**config.mk**
```make
export PLATFORM = sky130hd
export DESIGN_NAME = sample_decimator
export DESIGN_NICKNAME = d
export VERILOG_FILES = /design/src/rtl/sample_decimator.sv
export SDC_FILE = /design/constraint.sdc
export NUM_CORES = 1
export LEC_CHECK = 0
export ABC_CLOCK_PERIOD_IN_PS = 2700
export CORE_MARGIN = 4
export CORE_UTILIZATION = 54
export DETAILED_ROUTE_END_ITERATION = 12
export PLACE_DENSITY = 0.91
export SKIP_CTS_REPAIR_TIMING = 1
export SLEW_MARGIN = 5
export SYNTH_ARGS = -nofsm -noshare
export SYNTH_HDL_FRONTEND = slang
export SYNTH_SLANG_ARGS = --single-unit
```
**constraint.sdc**
```tcl
create_clock -name clk -period 2.7 [get_ports clk]
set_input_delay 0.405 -clock clk [delete_from_list [all_inputs] [get_ports clk]]
set_output_delay 0.405 -clock clk [all_outputs]
set_load 0.01 [all_outputs]
```
**src/rtl/sample_decimator.sv**
```systemverilog
// sample_decimator
//   Averaging decimator: sums blocks of 2^log2_ratio valid input samples and
//   emits each block average on a valid/ready output. Downstream backpressure
//   never stalls the input side; a result that cannot be loaded is dropped
//   and counted.
//
// Ports
//   clk, rst_n      clock, synchronous active-low reset
//   i_sample        signed input sample
//   i_sample_valid  i_sample is a new conversion this cycle
//   i_clear         pulse: clears o_overrun / o_drop_count
//   o_sample        signed block average (held while o_valid && !i_ready)
//   o_valid         o_sample holds an unconsumed result
//   i_ready         downstream accepts o_sample this cycle
//   o_overrun       sticky drop flag
//   o_drop_count    saturating count of dropped results
module sample_decimator #(
  parameter int sample_width   = 16,
  parameter int log2_ratio     = 3,
  parameter int drop_cnt_width = 8
) (
  input  logic                             clk,
  input  logic                             rst_n,
  input  logic signed [sample_width-1:0]   i_sample,
  input  logic                             i_sample_valid,
  input  logic                             i_clear,
  output logic signed [sample_width-1:0]   o_sample,
  output logic                             o_valid,
  input  logic                             i_ready,
  output logic                             o_overrun,
  output logic [drop_cnt_width-1:0]        o_drop_count
);

  localparam int AW = sample_width + log2_ratio;
  // keep the block counter at least one bit wide so N=1 still elaborates
  localparam int CW = (log2_ratio > 0) ? log2_ratio : 1;
  localparam int N  = 1 << log2_ratio;

  logic signed [AW-1:0] acc, acc_next, avg;
  logic [CW-1:0]        cnt;
  logic                 last, blk, load, drop;

  always_comb begin
    acc_next = acc + AW'(i_sample);        // sign-extends (both signed)
    avg      = acc_next >>> log2_ratio;    // floor division by N
    last     = (cnt == CW'(N - 1));
    blk      = i_sample_valid && last;
    load     = blk && (!o_valid || i_ready);
    drop     = blk && o_valid && !i_ready;
  end

  // accumulator / block counter
  always_ff @(posedge clk) begin
    if (!rst_n) begin
      acc <= '0;
      cnt <= '0;
    end else if (i_sample_valid) begin
      if (last) begin
        acc <= '0;
        cnt <= '0;
      end else begin
        acc <= acc_next;
        cnt <= cnt + CW'(1);
      end
    end
  end

  // output register and handshake
  always_ff @(posedge clk) begin
    if (!rst_n) begin
      o_sample <= '0;
      o_valid  <= 1'b0;
    end else if (load) begin
      o_sample <= avg[sample_width-1:0];
      o_valid  <= 1'b1;
    end else if (o_valid && i_ready) begin
      o_valid  <= 1'b0;
    end
  end

  // overrun reporting; a drop in the same cycle as i_clear wins
  always_ff @(posedge clk) begin
    if (!rst_n) begin
      o_overrun    <= 1'b0;
      o_drop_count <= '0;
    end else if (drop) begin
      o_overrun <= 1'b1;
      if (i_clear)
        o_drop_count <= drop_cnt_width'(1);
      else if (o_drop_count != '1)
        o_drop_count <= o_drop_count + drop_cnt_width'(1);
    end else if (i_clear) begin
      o_overrun    <= 1'b0;
      o_drop_count <= '0;
    end
  end

endmodule

```
==> results.txt <==
Status - finished clean
Post-DRT Antenna Nets - 0
CTS Root Cell - clkbuf_8
Die footprint - 6970 um2
CTS Sinks - 48
Fin. max-slew vios - 0
Netlist cell types - 59
Final hold vios - 0
Fin crit period - 2.60 ns
Crit-path slowest cell - clkdlybuf4s50_1
CP top delay family - compound AO/OA/AOI/OAI gates
Nets@finish - 483
Largest net degree at the start of global routing - 26
First-pass DRT Iterations - 4
Top cell type's share of synthesized area - 31.2%
First-pass GRT wire length - 14500 um
Chip Height - 83.5 um
Max stage delay on crit path - 0.46 ns
Worst Path Max Fanout - 4
Max Freq - 384 MHz
Worst hold path type - reg2reg
IO Pins - 47
CP Launch Type - input pin
Die Wd - 83.5 um
Setup CP Type - in2reg
Met3 Track Usage GR - 5.63%
Total Power - 1.89 mW
Maximum VDD drop - 0.288 mV
Cell-by-cell trace of the critical path - clkdlybuf4s50_1 -> ha_1 -> inv_1 -> fa_1 -> nand2b_1 -> a21o_1 -> a211oi_2 -> o22ai_1 -> buf_4 -> nor4b_1 -> a311o_1
HPWL Detailed - 6400 um
TritonCTS clock tree - done
Total CTS buffers - 5
DRT Wirelength - 8410 um
Synthesis warning total - 0
Slew @ Worst Pin - 0.688 ns
Met2 Use GR - 42.8%
Yosys reg bits - 48
Worst EP arrival - 2.87 ns
Power per Cell Area - 493 nW/um2
Site Rows - 27
Leak - 1.51 nW
Max Cap Viol - 0
Worst Skew - 0.00759 ns
Post-synth top area cell - dfxtp_1
Post-synth top flop - dfxtp_1
Async SR Flop Fraction - 0%
Clk buf depth - 2
Post-Syn Area - 3080 um2
Placer congestion estimate - 0.956
Via-to-Cell Ratio - 5.98
ANT cells - 0
Busiest grt layer - met2
Layout cell share with drive strength beyond 1 - 11.6%
Post-synth EDFFs - 0
# port buffers - 46
H-tree levels - 2
Total grt overflow - 0
WP buf/inv - 3
Vias in the first global route - 3169
Initial core utilization - 55.9%
Hold slack - 0.462 ns
Setup TNS - 0 ns
Area Growth Syn to Fin - 24.4%
Wire per inst - 16.4 um
Worst-path clk slew - 0.10 ns
GRT Resource Usage Total - 24.8%
Worst skew pair latency - 0.32 ns
Initial antenna violation count - 0
Post-synth net total - 420
RSZ-0062 raised after global routing - no
DRT iter0 DRCs - 235
Worst Path Required - 2.96 ns
GRT met1 Usage - 30.6%
DR vias - 3067
Instance count of the mapped netlist - 377
Synth area leaders - dfxtp_1, ha_1, a21oi_1
Crit. End Element - register
Core Area - 5510 um2
Final worst slack - 0.0966 ns
DRC - 0
Slew margin rel. - 54.0%
Final setup fails - 0
Place WS - -0.266 ns
Synthesized area per cell - 8.17 um2
Final period util - 96.4%
Sequential element share of the synthesized area - 31.2%
[cells by family after synthesis]
family	count (synthesis)	share of synthesized area (%)
simple gates	158	25.8
compound gates	103	23.4
flops	48	31.2
buf+inv	31	5.40
fa+ha+maj	22	9.18
xor+xnor	11	3.62
mux	4	1.34
[sequential cells by signal (all words and copies together), names as in the netlist]
signal and count:
acc 19, cnt 3, o_valid 1, o_sample 16
o_overrun 1, o_drop_count 8
[through the flow]
stage	util (%)	cell area, um2	std cells
after floorplan	-	3080	377
after global placement	67.7	3730	505
after detailed placement	67.7	3730	505
after CTS	69.5	3820	513
after global routing	69.6	3830	513
final	69.6	3830	513
[where the power goes]
group          total, mW  leakage [nW]  switching, mW  internal (mW)
Combinational      0.638          1.07          0.358          0.280
Sequential         0.778         0.391         0.0278          0.750
Clock              0.472        0.0491          0.281          0.191
Total               1.89          1.51          0.666           1.22
[final cells by class]
cell class                      count  area, um2
Multi-Input combinational cell    298       1960
Timing Repair Buffer               76        686
Tap cell                           72       90.1
Clock inverter                      3       26.3
Fill cell                         446       1680
Sequential cell                    48        961
Clock buffer                        5       68.8
Inverter                           11       41.3
[metal layers]
layer / routed length, um / vias up
met2: 4070 / 116
met4: 155 / 0
met1: 3690 / 1426
met3: 499 / 16
met5: 0 / -
li1: - / 1509
[final timing paths]
check             depth (start not counted)         from          end  slack, ns
setup / recovery                         11  i_sample[0]      acc[14]        0.1
hold / removal                            2  o_sample[2]  o_sample[2]       0.46
setup reg to reg                         10       acc[0]      acc[14]       0.30
hold reg to reg                           2  o_sample[2]  o_sample[2]       0.46
[cells in the final DEF, fill, tap and decap left out, drive strengths merged, types with 6 or more instances in the layout]
| cell type | count |
|---|---|
| clkdlybuf4s50 | 46 |
| inv | 13 |
| o21ai | 17 |
| nand2 | 39 |
| dfxtp | 48 |
| nand4 | 8 |
| nand3 | 31 |
| ha | 21 |
| o211ai | 11 |
| buf | 30 |
| a21oi | 32 |
| a21o | 10 |
| or3 | 6 |
| nor3 | 13 |
| nor2 | 35 |
| nand2b | 9 |
[cell usage after synthesis, drive strengths merged (9+ instances only)]
cell / count
buf: 12
nor2: 35
o211ai: 11
dfxtp: 48
nand3: 31
inv: 11
nand2b: 9
ha: 21
a21oi: 32
o21ai: 17
nand2: 39
a21o: 10
nor3: 13
[worst register-to-register path, cell delays in order (launching register included)]
cell and delay [ns]:
dfxtp_1 0.35, ha_1 0.17, inv_1 0.06, fa_1 0.38, nand2b_1 0.18, a21o_1 0.22
a211oi_2 0.21, o22ai_1 0.17, buf_4 0.17, nor4b_1 0.28, a311o_1 0.16
Power figures use the tool's default switching activity.
